### src/rtl/regfile_pkg.sv
// Shared defaults, the read-address vector type and the write-priority select
// used by the multi-port register file.
package regfile_pkg;

  localparam int DEFAULT_WIDTH      = 16;
  localparam int DEFAULT_SIZE       = 8;
  localparam int DEFAULT_NRD        = 2;
  localparam int DEFAULT_ADDR_WIDTH = $clog2(DEFAULT_SIZE);

  typedef logic [DEFAULT_NRD*DEFAULT_ADDR_WIDTH-1:0] rd_addr_vec_t;

  typedef enum logic [1:0] {
    WSRC_NONE,
    WSRC_PORT0,
    WSRC_PORT1
  } wsrc_e;

  // Port 1 wins whenever both write ports hit the same register.
  function automatic wsrc_e write_source(input logic hit0, input logic hit1);
    if (hit1) return WSRC_PORT1;
    if (hit0) return WSRC_PORT0;
    return WSRC_NONE;
  endfunction

endpackage

### src/rtl/regfile_scoreboard.sv
// Busy scoreboard: one flag per register, set on reserve, cleared by a write,
// with reserve taking priority when both target the same register.
module regfile_scoreboard
  import regfile_pkg::*;
#(
  parameter int SIZE       = DEFAULT_SIZE,
  parameter int ADDR_WIDTH = $clog2(SIZE)
) (
  input  logic                  clk,
  input  logic                  reset,
  input  logic                  write0,
  input  logic [ADDR_WIDTH-1:0] writenum0,
  input  logic                  write1,
  input  logic [ADDR_WIDTH-1:0] writenum1,
  input  logic                  reserve,
  input  logic [ADDR_WIDTH-1:0] reservenum,
  output logic [SIZE-1:0]       busy_all
);

  logic [SIZE-1:0] busy_q, busy_d;

  always_comb begin
    busy_d = busy_q;
    if (write0) busy_d[writenum0] = 1'b0;
    if (write1) busy_d[writenum1] = 1'b0;
    // NOTE: blocking assignments in order; the reserve is assigned last so a
    // newer producer keeps the register busy over a same-edge write.
    if (reserve) busy_d[reservenum] = 1'b1;
  end

  always_ff @(posedge clk) begin
    if (reset) busy_q <= '0;
    else       busy_q <= busy_d;
  end

  assign busy_all = busy_q;

endmodule

### src/rtl/regfile_mp.sv
// Multi-port register file: two arbitrated write ports, NRD combinational read
// ports and a busy scoreboard. Define REGFILE_BYPASS_EN to forward same-cycle writes.
module regfile_mp
  import regfile_pkg::*;
#(
  parameter int WIDTH      = DEFAULT_WIDTH,
  parameter int SIZE       = DEFAULT_SIZE,
  parameter int ADDR_WIDTH = $clog2(SIZE),
  parameter int NRD        = DEFAULT_NRD
) (
  input  logic                      clk,
  input  logic                      reset,
  input  logic                      write0,
  input  logic [ADDR_WIDTH-1:0]     writenum0,
  input  logic [WIDTH-1:0]          data_in0,
  input  logic                      write1,
  input  logic [ADDR_WIDTH-1:0]     writenum1,
  input  logic [WIDTH-1:0]          data_in1,
  input  logic                      reserve,
  input  logic [ADDR_WIDTH-1:0]     reservenum,
  input  logic [NRD*ADDR_WIDTH-1:0] readnum,
  output logic [NRD*WIDTH-1:0]      data_out,
  output logic [NRD-1:0]            busy_out,
  output logic [SIZE-1:0]           busy_all,
  output logic                      conflict
);

  logic [WIDTH-1:0] mem_q [SIZE];
  logic [WIDTH-1:0] mem_d [SIZE];
  logic [SIZE-1:0]  wr_hot0, wr_hot1;

  assign wr_hot0  = write0 ? (SIZE'(1) << writenum0) : '0;
  assign wr_hot1  = write1 ? (SIZE'(1) << writenum1) : '0;
  assign conflict = write0 && write1 && (writenum0 == writenum1);

  always_comb begin
    for (int i = 0; i < SIZE; i++) begin
      mem_d[i] = mem_q[i];
      case (write_source(wr_hot0[i], wr_hot1[i]))
        WSRC_PORT1: mem_d[i] = data_in1;
        WSRC_PORT0: mem_d[i] = data_in0;
        default:    ;
      endcase
    end
  end

  // NOTE: the storage array is reset on purpose: reads are visible straight
  // after reset and must return zero, so this stays a flop array, not a RAM.
  always_ff @(posedge clk) begin
    for (int i = 0; i < SIZE; i++) begin
      if (reset) mem_q[i] <= '0;
      else       mem_q[i] <= mem_d[i];
    end
  end

  regfile_scoreboard #(
    .SIZE       (SIZE),
    .ADDR_WIDTH (ADDR_WIDTH)
  ) u_scoreboard (
    .clk        (clk),
    .reset      (reset),
    .write0     (write0),
    .writenum0  (writenum0),
    .write1     (write1),
    .writenum1  (writenum1),
    .reserve    (reserve),
    .reservenum (reservenum),
    .busy_all   (busy_all)
  );

`ifdef REGFILE_BYPASS_EN
  logic [SIZE-1:0] res_hot;
  assign res_hot = reserve ? (SIZE'(1) << reservenum) : '0;
`endif

  for (genvar g = 0; g < NRD; g++) begin : gen_rd
    logic [ADDR_WIDTH-1:0] addr;
    logic [WIDTH-1:0]      rd_data;
    logic                  rd_busy;

    assign addr = readnum[g*ADDR_WIDTH +: ADDR_WIDTH];

    always_comb begin
      rd_data = mem_q[addr];
      rd_busy = busy_all[addr];
`ifdef REGFILE_BYPASS_EN
      case (write_source(wr_hot0[addr], wr_hot1[addr]))
        WSRC_PORT1: rd_data = data_in1;
        WSRC_PORT0: rd_data = data_in0;
        default:    ;
      endcase
      if ((wr_hot0[addr] || wr_hot1[addr]) && !res_hot[addr]) rd_busy = 1'b0;
`endif
    end

    assign data_out[g*WIDTH +: WIDTH] = rd_data;
    assign busy_out[g]                = rd_busy;
  end

endmodule
### config.mk
export PLATFORM = sky130hd
export DESIGN_NAME = regfile_mp
export DESIGN_NICKNAME = d
export VERILOG_FILES = /design/src/rtl/regfile_pkg.sv /design/src/rtl/regfile_scoreboard.sv /design/src/rtl/regfile_mp.sv
export SDC_FILE = /design/constraint.sdc
export NUM_CORES = 1
export LEC_CHECK = 0
export ABC_CLOCK_PERIOD_IN_PS = 2600
export CAP_MARGIN = 25
export CORE_MARGIN = 2
export CORE_UTILIZATION = 57
export DETAILED_ROUTE_END_ITERATION = 16
export GPL_TIMING_DRIVEN = 0
export PLACE_DENSITY = 0.81
export SYNTH_ARGS = -nofsm -noshare
export SYNTH_HDL_FRONTEND = slang
export SYNTH_SLANG_ARGS = --single-unit
### constraint.sdc
create_clock -name clk -period 2.6 [get_ports clk]
set_input_delay 0.26 -clock clk [delete_from_list [all_inputs] [get_ports clk]]
set_output_delay 0.26 -clock clk [all_outputs]
set_load 0.02 [all_outputs]
==> results.py, run 1 <==
metrics = {
    "yosys": {
        "synthAdderAreaFrac_pct": 0,
        "synthTopCellsByArea": "edfxtp_1 (49%), mux4_2 (20%), o22ai_1 (10%)",
        "synth_xor_area_share_pct": 0.338,
        "ys_seq_area_share_pct": 51.5,
        "netlist_area_um2": 7780,
        "synth-seq-cells": 136,
        "synthTopCellsByCount": "edfxtp_1 (128), o22ai_1 (128), mux4_2 (68), mux2_2 (34), nand2b_1 (32)",
        "ys_warn_count": 0,
        "yosys.area_share.simple_pct": 6.74,
        "synthDistinctLibCells": 36,
        "synth_top_family_by_area": "multiplexers",
        "synthFlopType": "edfxtp_1",
        "synth_fp_nets": 595,
        "synth_cells": 543,
        "yosysTopAreaCellShare_pct": 49.4,
        "synth_edf_count": 128,
        "synth_compound_area_share_pct": 11.1,
        "syn_avg_cell_area_um2": 14.3,
        "muxShareOfSynthArea_pct": 24.6,
        "async_flop_share_pct": 0,
        "yosys.area.top_type": "edfxtp_1",
    },
    "worst_setup_path": {
        "cp.required_ns": 2.34,
        "path_buf_inv": 3,
        "cp-end-kind": "output port",
        "worstPathMaxFanout": 10,
        "cp_cell_sequence": "clkbuf_2, clkdlybuf4s15_2, mux4_2, mux2_2, clkdlybuf4s50_1",
        "slowest_delay_ns": 0.55,
        "crit_slowest_cell": "clkdlybuf4s50_1",
        "critical_path_class": "primary input to output port",
        "arrival_ns": 2.27,
        "cpLargestDelayFamily": "buffers and inverters",
        "start_kind": "primary input",
    },
    "timing": {
        "fmaxAchievable_mhz": 395,
        "fin_crit_ns": 2.53,
        "maxSlewViolCount": 0,
        "setup_slack_ns": 0.0668,
        "relSlewSlack_pct": 24.7,
        "whs_ns": 0.447,
        "skew_ns": 0,
        "rsz0062_at_grt": "false",
        "hold_viol": 0,
        "worst_pin_slew_ns": 1.13,
        "fin_crit_sh_pct": 97.4,
        "setup_viol": 0,
    },
    "layout": {
        "n_antenna_cell": 0,
        "nets": 698,
        "area_growth_pct": 21.7,
        "drive_gt1_share_pct": 26.7,
        "final_cell_area_um2": 9470,
    },
    "routing": {
        "postRouteAntennaNets": 0,
        "vias_per_cell": 7.53,
        "wl_per_cell_um": 30.3,
        "vias": 6287,
        "drtIter0Drc": 981,
        "dr.pass1.iters": 7,
        "route.detailed.drc": 0,
        "drt_wl_total_um": 25300,
    },
    "floorplan": {
        "num_rows": 42,
        "die_w_um": 121,
        "ios": 95,
        "fp.dieArea_um2": 14600,
        "fp.dieH_um": 121,
        "coreArea_um2": 13300,
        "start_util_pct": 58.5,
    },
    "grt": {
        "grt_first_pass_wirelength_um": 36700,
        "grt_max_degree": 18,
        "antenna_found_initial": 0,
        "overflow": 0,
        "grt.total_usage_pct": 35.3,
        "grt_pass1_vias": 6279,
    },
    "clock_network": {
        "cts_buffers": 17,
        "postCtsSetupBuffers": 0,
        "cts_tree": "built",
        "clock_path_buffers": 2,
        "postCtsHoldBufs": 0,
        "cts_resized": 9,
        "cts_sinks": 136,
        "cts_root_buf": "clkbuf_16",
        "path_clk_slew_ns": 0.05,
        "htree_levels": 4,
        "clk_latency_ns": 0.42,
    },
    "placed_design": {
        "port_buffers": 82,
        "hpwlAfterDp_um": 15500,
        "place.gp.congestion": 0.923,
        "dp_slack_ns": -0.171,
        "place_area_um2": 8820,
    },
    "pwr": {
        "p_leak_nw": 3.10,
        "peakVddDrop_v": 0.000459,
        "powerDensity_nw_per_um2": 661,
    },
    "run": {
        "drv_cap": 0,
    },
    "min_path": {
        "worstHoldPathType": "primary input to register",
    },
    "status": {
        "status": "finished, final reports clean",
    },
}
## worst paths after layout
path / startpoint / to / slack, ns / cells after the start
min: writenum1[0] / u_scoreboard.busy_all[0] / 0.45 / 4
max reg2reg: u_scoreboard.busy_all[0] / u_scoreboard.busy_all[0] / 1.92 / 1
max: readnum[2] / data_out[5] / 0.07 / 5
min reg2reg: u_scoreboard.busy_all[3] / u_scoreboard.busy_all[3] / 0.50 / 2
## registers in the layout (all words and copies together) (netlist names)
| register | count |
|---|---|
| u_scoreboard.busy_all | 8 |
| mem_q | 128 |
## report_power, final
group          switching, W  internal (W)
registers         0.0000987       0.00258
clock network      0.000938       0.00150
logic              0.000583      0.000559
total               0.00162       0.00464
## cell type report
type                            instances  area (µm²)
Multi-Input combinational cell        316        3330
Fill cell                             862        3830
Clock inverter                         13         155
Inverter                                7        26.3
Buffer                                 84         435
Tap cell                              176         220
Clock buffer                           19         433
Timing Repair Buffer                   84         863
Sequential cell                       136        4000
## metrics by stage
| stage | total power, W | instances | utilization (%) | setup TNS (ns) |
|---|---|---|---|---|
| floorplan | 0.00336 | 543 | - | 0 |
| global placement | 0.00376 | 801 | 66.4 | -3.02 |
| detailed placement | 0.00381 | 801 | 66.4 | -4.75 |
| CTS | 0.00619 | 833 | 70.9 | 0 |
| global route | 0.00636 | 835 | 71.2 | 0 |
| finish | 0.00626 | 835 | 71.2 | 0 |
## cell usage in the layout, fill, tap and decap left out, types with 4 or more instances in the layout
master           netlist  routed
edfxtp_1             128     128
dfxtp_1                8       8
o22ai_1              128     128
clkbuf_16              0      17
buf_1                 24      18
or3b_1                 5       5
inv_1                  7       7
buf_2                 15      20
nand2b_1              32      32
o32ai_1                4       4
clkbuf_2               2       4
clkbuf_1              31      31
buf_6                 10      10
mux4_2                68      68
nand2_1               10      10
clkdlybuf4s50_1        0      82
mux2_2                34      34
## cells by family (layout without fill, tap and decap cells)
| logic type | after synthesis | count (layout) |
|---|---|---|
| flip-flops | 136 | 136 |
| multiplexers | 102 | 102 |
| AND/OR/NAND/NOR | 75 | 75 |
| buffers and inverters | 91 | 207 |
| XOR/XNOR | 3 | 3 |
| AO/OA/AOI/OAI | 136 | 136 |
## routing by layer
| metal | track usage, % | vias up | wire [µm] |
|---|---|---|---|
| met5 | 0 | - | 0 |
| met3 | 13.6 | 137 | 3960 |
| li1 | - | 2466 | - |
| met2 | 54.7 | 673 | 11900 |
| met1 | 43.1 | 3011 | 8050 |
| met4 | 18.5 | 0 | 1340 |
(Power assumes the default switching activity.)
==> run 2: changes to the inputs <==
--- a/config.mk
+++ b/config.mk
@@ -12,6 +12,7 @@
 export DETAILED_ROUTE_END_ITERATION = 16
 export GPL_TIMING_DRIVEN = 0
 export PLACE_DENSITY = 0.81
+export SKIP_CTS_REPAIR_TIMING = 1
 export SYNTH_ARGS = -nofsm -noshare
 export SYNTH_HDL_FRONTEND = slang
 export SYNTH_SLANG_ARGS = --single-unit
==> results.py, run 2 (synthesized netlist as in run 1, its figures left out) <==
metrics = {
    "status": {
        "status": "finished, final reports clean",
    },
    "pwr": {
        "pwr-share-comb_pct": 18.2,
        "p_seq_share_pct": 42.9,
        "powerDensity_nw_per_um2": 660,
        "p_leak_nw": 3.10,
        "switching_share_pct": 25.8,
        "peakVddDrop_v": 0.000461,
        "power_switching_w": 0.00161,
        "p_int_w": 0.00464,
        "clkPwrFrac_pct": 38.9,
    },
    "worst_setup_path": {
        "rr_startpoint": "u_scoreboard.busy_all[0]",
        "arrival_ns": 2.25,
        "r2r_end": "u_scoreboard.busy_all[0]",
        "start_kind": "primary input",
        "reg2regPathDepth": 1,
        "cp-end-kind": "output port",
        "critical_path_class": "primary input to output port",
        "r2r_slack_ns": 1.91,
        "cp.required_ns": 2.34,
        "worstPathMaxFanout": 10,
    },
    "layout": {
        "largest_register_ffs": 128,
        "n_antenna_cell": 0,
        "area_growth_pct": 21.6,
        "regMostFlops": "mem_q",
        "postLayoutCoreUtil_pct": 71.2,
        "final_cell_area_um2": 9460,
        "drive_gt1_share_pct": 26.7,
        "nets": 698,
        "layout_common_cells": "o22ai_1 (128), edfxtp_1 (128), clkdlybuf4s50_1 (82), mux4_2 (68), mux2_2 (34)",
    },
    "timing": {
        "fin_crit_ns": 2.51,
        "worst_pin_slew_ns": 1.15,
        "maxSlewViolCount": 0,
        "setup_viol": 0,
        "whs_ns": 0.451,
        "fin_crit_sh_pct": 96.4,
        "relSlewSlack_pct": 23.1,
        "rsz0062_at_grt": "false",
        "skew_ns": 0,
        "hold_viol": 0,
        "fmaxAchievable_mhz": 399,
    },
    "run": {
        "drv_cap": 0,
    },
    "routing": {
        "vias": 6292,
        "drtIter0Drc": 957,
        "wl_per_cell_um": 30.1,
        "postRouteAntennaNets": 0,
        "route.detailed.drc": 0,
        "vias_per_cell": 7.54,
        "dr.pass1.iters": 9,
        "drt_wl_total_um": 25100,
    },
    "grt": {
        "antenna_found_initial": 0,
        "grt_max_degree": 18,
        "overflow": 0,
        "grt_first_pass_wirelength_um": 36700,
        "grt_pass1_vias": 6296,
        "grt.total_usage_pct": 35.3,
    },
    "placed_design": {
        "place.gp.congestion": 0.923,
        "place_area_um2": 8820,
        "port_buffers": 82,
        "hpwlAfterDp_um": 15500,
    },
    "floorplan": {
        "ios": 95,
        "fp.dieH_um": 121,
        "start_util_pct": 58.5,
        "fp.dieArea_um2": 14600,
        "die_w_um": 121,
        "num_rows": 42,
        "coreArea_um2": 13300,
    },
    "min_path": {
        "worstHoldPathType": "primary input to register",
        "hold_depth": 4,
        "hold_start": "writenum1[0]",
        "whs_endpoint": "u_scoreboard.busy_all[0]",
    },
    "clock_network": {
        "clk_latency_ns": 0.42,
        "cts_sinks": 136,
        "clock_path_buffers": 2,
        "cts_root_buf": "clkbuf_16",
        "cts_buffers": 17,
        "path_clk_slew_ns": 0.05,
        "htree_levels": 4,
        "cts_tree": "built",
    },
}
## run 2: cell count changes in the layout (fill, tap and decap cells not counted)
cell             delta
buf_2               -5
clkdlybuf4s15_2     -1
clkbuf_2            +6
## run 2: final cells by class
cell class | count | area, µm²
plain buffers | 84 | 429
clock buffers | 19 | 433
clock inverters | 13 | 155
fillers | 864 | 3830
inverters | 7 | 26.3
multi-input cells | 316 | 3330
flip-flops and latches | 136 | 4000
well taps | 176 | 220
repair buffers | 84 | 863
## run 2: worst max-delay path, stage by stage
cell and delay [ns]:
buf_2 0.27, buf_6 0.25, mux4_2 0.52, mux2_2 0.28
buf_4 0.13, clkdlybuf4s50_1 0.53
## run 2: power groups by stage
stage	clock [W]	sequential, W	combinational (W)
6_report	0.00243	0.00268	0.00114
5_1_grt	0.00249	0.00269	0.00118
4_1_cts	0.00240	0.00268	0.00111
3_5_place_dp	0	0.00271	0.00110
3_3_place_gp	0	0.00268	0.00108
2_1_floorplan	0	0.00267	0.000683
## run 2: layer usage
metal  wire length (µm)  global-route usage, %
met1               7940                   42.7
met2              11900                   54.8
met3               3990                   13.5
met4               1270                   19.0
met5                  0                      0
## run 2: through the flow
| step | setup slack [ns] | setup TNS, ns | cells | total power [W] |
|---|---|---|---|---|
| 3_3_place_gp | -0.117 | -3.02 | 801 | 0.00376 |
| 2_1_floorplan | 0.674 | 0 | 543 | 0.00336 |
| 3_5_place_dp | -0.171 | -4.75 | 801 | 0.00381 |
| 6_report | 0.0943 | 0 | 835 | 0.00625 |
| 5_1_grt | 0.0372 | 0 | 835 | 0.00636 |
| 4_1_cts | -0.152 | -2.29 | 833 | 0.00619 |
## run 2: worst max-delay path by stage
stage	start	to	slack (ns)	cells after the start
floorplan	writenum1[2]	mem_q[0][0]	0.67	5
global placement	readnum[5]	busy_out[1]	-0.12	6
detailed placement	writenum1[1]	mem_q[1][10]	-0.17	5
CTS	readnum[2]	data_out[5]	-0.15	5
global route	readnum[1]	data_out[5]	0.04	5
finish	readnum[1]	busy_out[0]	0.09	6
==> run 3: changes to the inputs <==
--- a/config.mk
+++ b/config.mk
@@ -6,9 +6,10 @@
 export NUM_CORES = 1
 export LEC_CHECK = 0
 export ABC_CLOCK_PERIOD_IN_PS = 2600
-export CAP_MARGIN = 25
+export CAP_MARGIN = 10
 export CORE_MARGIN = 2
 export CORE_UTILIZATION = 57
+export CTS_CLUSTER_DIAMETER = 120
 export DETAILED_ROUTE_END_ITERATION = 16
 export GPL_TIMING_DRIVEN = 0
 export PLACE_DENSITY = 0.81
==> results.py, run 3 (synthesized netlist as in run 1, its figures left out) <==
metrics = {
    "placed_design": {
        "place_area_um2": 8820,
        "dp_slack_ns": -0.171,
        "port_buffers": 82,
        "place.gp.congestion": 0.923,
        "hpwlAfterDp_um": 15500,
    },
    "pwr": {
        "peakVddDrop_v": 0.000463,
        "powerDensity_nw_per_um2": 665,
        "p_total_w": 0.00626,
        "p_leak_nw": 3.08,
    },
    "grt": {
        "top_usage_layer": "met2",
        "grt.total_usage_pct": 35.3,
        "met1_usage_pct": 42.7,
        "antenna_found_initial": 0,
        "grt_max_degree": 18,
        "use_met3_pct": 13.5,
        "grt_first_pass_wirelength_um": 36700,
        "met2_usage_pct": 54.8,
        "grt_pass1_vias": 6296,
        "overflow": 0,
    },
    "timing": {
        "relSlewSlack_pct": 17.7,
        "fin_crit_ns": 2.58,
        "setup_slack_ns": 0.0236,
        "setup_viol": 0,
        "hold_viol": 0,
        "fin_crit_sh_pct": 99.1,
        "skew_ns": 0,
        "fmaxAchievable_mhz": 388,
        "maxSlewViolCount": 0,
        "rsz0062_at_grt": "false",
        "fin_tns_setup_ns": 0,
        "worst_pin_slew_ns": 1.23,
    },
    "routing": {
        "postRouteAntennaNets": 0,
        "drt_wl_total_um": 25300,
        "wl_per_cell_um": 30.4,
        "dr.pass1.iters": 6,
        "drtIter0Drc": 1055,
        "route.detailed.drc": 0,
        "vias": 6330,
        "vias_per_cell": 7.60,
    },
    "min_path": {
        "worstHoldPathType": "primary input to register",
    },
    "layout": {
        "area_growth_pct": 21.1,
        "nets": 696,
        "n_antenna_cell": 0,
        "regMostFlops": "mem_q",
        "largest_register_ffs": 128,
        "layout_common_cells": "o22ai_1 (128), edfxtp_1 (128), clkdlybuf4s50_1 (82), mux4_2 (68), mux2_2 (34)",
        "drive_gt1_share_pct": 26.5,
        "final_cell_area_um2": 9420,
        "postLayoutCoreUtil_pct": 70.9,
    },
    "floorplan": {
        "num_rows": 42,
        "die_w_um": 121,
        "fp.dieH_um": 121,
        "fp.dieArea_um2": 14600,
        "coreArea_um2": 13300,
        "ios": 95,
        "start_util_pct": 58.5,
    },
    "clock_network": {
        "path_clk_slew_ns": 0.06,
        "htree_levels": 4,
        "cts_root_buf": "clkbuf_16",
        "cts_buffers": 17,
        "clk_latency_ns": 0.42,
        "cts_sinks": 136,
        "clock_path_buffers": 2,
        "cts_tree": "built",
    },
    "worst_setup_path": {
        "worstPathMaxFanout": 16,
        "cp-end-kind": "register",
        "cp.required_ns": 2.50,
        "critical_path_class": "primary input to register",
        "start_kind": "primary input",
        "arrival_ns": 2.48,
    },
    "status": {
        "status": "finished, final reports clean",
    },
    "run": {
        "drv_cap": 0,
    },
}
[run 3: cell count changes in the layout (fill, tap and decap cells not counted), sizes merged]
cell	previous run	this run
buf	47	45
[run 3: through the flow]
step / std cells / hold slack [ns]
6_report: 833 / 0.443
4_1_cts: 833 / 0.418
2_1_floorplan: 543 / 0.376
3_3_place_gp: 801 / 0.472
3_5_place_dp: 801 / 0.480
5_1_grt: 833 / 0.435
[run 3: layout make-up]
cell class	count	area, µm²
buffer	84	429
inverter	7	26.3
sequential	136	4000
clock buffer	19	433
multi-input combinational	316	3330
timing repair buffer	82	821
clock inverter	13	155
fill	870	3870
tap	176	220
[run 3: per-layer routing]
layer | share of wire (%) | vias up
met5 | 0 | -
met4 | 5.5 | 0
met3 | 16 | 152
met2 | 47 | 672
met1 | 32 | 3042
li1 | - | 2464
[run 3: final timing paths]
| kind | from | to | slack (ns) | cells past startpoint |
|---|---|---|---|---|
| worst min register to register | u_scoreboard.busy_all[3] | u_scoreboard.busy_all[3] | 0.50 | 2 |
| worst max register to register | u_scoreboard.busy_all[4] | u_scoreboard.busy_all[4] | 1.92 | 2 |
| worst min-delay path | writenum1[0] | u_scoreboard.busy_all[0] | 0.44 | 4 |
| worst max-delay path | writenum1[1] | mem_q[1][8] | 0.02 | 5 |
[run 3: power breakdown]
part / leakage (nW) / switching, W / internal [W]
Sequential: 1.32 / 0.0000989 / 0.00258
Combinational: 1.48 / 0.000583 / 0.000550
Clock: 0.276 / 0.000946 / 0.00150
[run 3: critical path, stage by stage]
cell       delay (ns)
buf_2            0.16
nand4bb_1        0.15
buf_2            0.29
buf_1            0.69
nand2_1          0.89
==> edit 1, RTL diff (config.mk and constraints of run 2) <==
The option `REGFILE_BYPASS_EN` is turned on by a define.
--- a/src/rtl/regfile_mp.sv
+++ b/src/rtl/regfile_mp.sv
@@ -1,5 +1,7 @@
 // Multi-port register file: two arbitrated write ports, NRD combinational read
 // ports and a busy scoreboard. Define REGFILE_BYPASS_EN to forward same-cycle writes.
+`define REGFILE_BYPASS_EN
+
 module regfile_mp
   import regfile_pkg::*;
 #(
Formal check against the unedited RTL: not equivalent (a bounded check fails within 4 cycles, from zero or initial values and one cycle with reset high).
==> edit 1 against run 2 <==
Highest routed layer unchanged; design area up 17%; power up 4.6%; synthesized area up 21%; critical path depth up 2; via count up 20%; final cell count up 36%; worst setup slack worse by 0.13 ns; sequential cell count unchanged; the flow now finishes with violations (setup timing); register-to-register slack worse by 0.05 ns; synthesized cell count up 50%; wire length up 16%.
==> edit 1: results (changes against run 2) <==
irDropWorstVdd_mv: 0.499  # was 0.461 mV
arrival_ns: 2.38  # was 2.25 ns
drive_above_1_share_pct: 26.6  # was 26.7%
fin_ws_ns: -0.0392  # was 0.0943 ns
routabilityCongestion: 0.985  # was 0.923
postRouteWirelength_um: 29200  # was 25100 µm
vias: 7563  # was 6292
tns_ns: -0.129  # was 0 ns
antenna_found_initial: 1  # was 0
violations: "setup timing"
ys_seq_area_share_pct: 42.4  # was 51.5%
place_area_um2: 10300  # was 8820 µm²
via_per_inst: 6.65  # was 7.54
dr.first_iter.drc_count: 1056  # was 957
grt_max_degree: 17  # was 18
nFillCells: 1174  # was 864
synth_xor_area_share_pct: 2.30  # was 0.338%
dieArea_um2: 17600  # was 14600 µm²
grt_pass1_wl_um: 42500  # was 36700 µm
outcome: "finished with violations"  # was complete, no violations
setup_viol: 6  # was 0
placed_cells: 1089  # was 801
syn_nets: 868  # was 595
synthMuxAreaShare_pct: 30.0  # was 24.6%
dp_slack_ns: -0.799  # was -0.171 ns
netlist_instances: 816  # was 543
-- edit 1: changes by cell type in the layout (fill, tap and decap cells not counted), moves of 12 or more --
cell / run 2 / this run
dlymetal6s2s_1: 0 / 12
buf_4: 2 / 34
xnor2_1: 1 / 13
clkbuf_2: 10 / 22
o22ai_1: 128 / 32
o31ai_1: 0 / 13
mux2_2: 34 / 0
mux2i_1: 0 / 130
o31ai_2: 0 / 17
nand2b_1: 32 / 12
nor2_1: 3 / 164
clkbuf_1: 31 / 52
clkdlybuf4s50_1: 82 / 16
nand2_1: 10 / 38
-- edit 1: power by group --
part,switching [mW],internal (mW),total [mW]
combinational,0.853,0.609,1.46
sequential,0.0872,2.58,2.67
clock,0.990,1.41,2.40
total,1.93,4.60,6.53
-- edit 1: cell type report --
type	count	area share (%)
Multi-Input combinational cell	566	45.5
Sequential cell	136	36.1
Buffer	110	5.50
Timing Repair Buffer	71	5.19
Clock buffer	18	3.87
Tap cell	220	2.48
Clock inverter	14	1.30
Inverter	2	0.0677
Antenna cell	1	0.0226
-- edit 1: final timing paths --
path                            start  cells past startpoint  slack [ns]                        to
max                      writenum0[0]                      8       -0.04               data_out[2]
min reg2reg  u_scoreboard.busy_all[7]                      2        0.51  u_scoreboard.busy_all[7]
min                     reservenum[0]                      3        0.22  u_scoreboard.busy_all[5]
max reg2reg  u_scoreboard.busy_all[3]                      2        1.86  u_scoreboard.busy_all[3]
-- edit 1: critical path, delay by kind of cell --
| family | cells | cell delay [ns] |
|---|---|---|
| xor gates and xnor gates | 1 | 0.22 |
| buffers and inverters | 4 | 1.09 |
| AOI/OAI and AO/OA | 3 | 0.80 |
-- edit 1: metal layers --
metal | routed length (µm) | global-route usage [%]
met1 | 11500 | 46.8
met4 | 1150 | 13.3
met3 | 2860 | 6.05
met5 | 0 | 0
met2 | 13800 | 50.7
==> edit 2, RTL diff (flow settings as in run 2) <==
Without the edit above. Put a register stage on the output `data_out`, without a reset. The value now appears one clock later. The other outputs are not delayed to match.
--- a/src/rtl/regfile_mp.sv
+++ b/src/rtl/regfile_mp.sv
@@ -24,6 +24,8 @@
   output logic [SIZE-1:0]           busy_all,
   output logic                      conflict
 );
+
+  logic [NRD*WIDTH-1:0] data_d;
 
   logic [WIDTH-1:0] mem_q [SIZE];
   logic [WIDTH-1:0] mem_d [SIZE];
@@ -93,8 +95,12 @@
 `endif
     end
 
-    assign data_out[g*WIDTH +: WIDTH] = rd_data;
+    assign data_d[g*WIDTH +: WIDTH] = rd_data;
     assign busy_out[g]                = rd_busy;
   end
 
+  always_ff @(posedge clk) begin
+    data_out <= data_d;
+  end
+
 endmodule
Behaviour: not the same (Yosys sat finds a counterexample within 4 cycles, from zero or initial values and one cycle with reset high).
==> edit 2 against run 2 <==
Count of clock-buffer cells in the layout increased by 5; worst hold slack got worse by 0.043 ns; power increased by 9.1%; register-to-register slack got worse by 0.67 ns; maximum frequency fell by 2.4%; sequential cell count rose by 32; first-iteration DRC count increased by 17%; synthesized cell count grew 6.3%; worst setup slack worse by 0.062 ns; wire length increased by 3.1%; non-clock buffer count increased by 1; synthesized area increased by 9.1%; design area is 7.4% higher.
==> edit 2: results (changes against run 2) <==
postRouteWirelength_um: 25900  # was 25100 µm
dp_slack_ns: -0.464  # was -0.171 ns
r2r-end: "data_out[12]"  # was u_scoreboard.busy_all[0]
met3WireLength_um: 4000  # was 3990 µm
drt-met1-wl_um: 8400  # was 7940 µm
synth_area_leaders: "edfxtp_1, mux4_2, dfxtp_1"  # was edfxtp_1, mux4_2, o22ai_1
syn_nets: 629  # was 595
arrival_ns: 2.48  # was 2.25 ns
p_sw_share_pct: 25.1  # was 25.8%
fin_worst_skew_ns: 0.00586  # was 0 ns
use_met1_pct: 42.4  # was 42.7%
dpl.hpwl_um: 16100  # was 15500 µm
wl_met2_um: 12100  # was 11900 µm
p_seq_share_pct: 47.8  # was 42.9%
dr.first_iter.drc_count: 1118  # was 957
numCtsBuffers: 17  # unchanged
gr-usage-met2_pct: 50.5  # was 54.8%
irDropWorstVdd_mv: 0.538  # was 0.461 mV
leakage_nw: 3.36  # was 3.10 nW
r2r_start: "mem_q[5][12]"  # was u_scoreboard.busy_all[0]
fmax_mhz: 389  # was 399 MHz
grtUsageTotal_pct: 33.4  # was 35.3%
crit_path_end: "mem_q[6][2]"  # was busy_out[0]
dr.max_layer_used: "met5"  # was met4
insertion_delay_ns: 0.44  # was 0.42 ns
nFillCells: 981  # was 864
first_pass_iters: 6  # was 9
r2r_cells: 2  # was 1
grt_pass1_vias: 6419  # was 6296
r2r_slack_ns: 1.24  # was 1.91 ns
startpoint: "writenum1[1]"  # was readnum[1]
vias: 6417  # was 6292
drive_above_1_share_pct: 26.4  # was 26.7%
outcome: "complete, no violations"  # unchanged
synth_common_cells: "edfxtp_1, o22ai_1, mux4_2"  # unchanged
grt_pass1_wl_um: 38000  # was 36700 µm
tightest_slew_ns: 1.13  # was 1.15 ns
antenna_found_initial: 1  # was 0
final_nets: 733  # was 698
cp_max_fo: 16  # was 10
routabilityCongestion: 0.893  # was 0.923
ys_seq_area_share_pct: 54.7  # was 51.5%
met3_usage_pct: 10.2  # was 13.5%
==> edit 2: cell count changes after synthesis, sizes merged, moves of 2 or more <==
cell,change
buf,+4
nor3b,+3
or3b,-3
o32ai,-4
inv,-5
dfxtp,+32
and3,-3
and3b,+2
clkbuf,-4
nand2,+4
nor2,+3
a31o,+3
==> edit 2: worst min-delay path by stage <==
stage	start	to	slack [ns]	depth (start not counted)
floorplan	reservenum[0]	u_scoreboard.busy_all[5]	0.40	2
global placement	u_scoreboard.busy_all[5]	u_scoreboard.busy_all[5]	0.49	2
CTS	readnum[4]	data_out[16]	0.40	3
global route	readnum[4]	data_out[16]	0.42	3
finish	readnum[4]	data_out[16]	0.41	3
detailed placement	u_scoreboard.busy_all[5]	u_scoreboard.busy_all[5]	0.51	2
==> edit 2: cells by family after synthesis <==
group                  count (synthesis)  share of synthesized area [%]
multiplexers                         102                           22.5
AND/OR/NAND/NOR                       82                           6.69
buffers and inverters                 86                           4.89
flip-flops                           168                           54.7
XOR/XNOR                               3                          0.310
AO/OA/AOI/OAI                        136                           10.8
==> edit 2: critical path, cell delays in order <==
cell and delay (ns):
buf_2 0.15, nand4b_1 0.54, clkbuf_1 0.62, nand2_1 0.89
==> edit 2: cell type report <==
type	instances	share of cell area (%)
Sequential cell	168	45.7
Clock buffer	24	4.74
Multi-Input combinational cell	323	33.7
Buffer	84	4.06
Inverter	2	0.0738
Timing Repair Buffer	85	8.76
Tap cell	184	2.26
Clock inverter	7	0.677
==> edit 2: per-stage QoR <==
step	TNS, ns	cells	power [mW]	hold slack, ns	area, µm²
final	0	877	6.82	0.408	10200
after global routing	0	877	6.97	0.419	10200
after CTS	-0.292	874	6.78	0.401	10100
after detailed placement	-17.24	843	4.42	0.513	9540
after global placement	-15.91	843	4.36	0.488	9540
after floorplan	0	577	3.95	0.397	8490
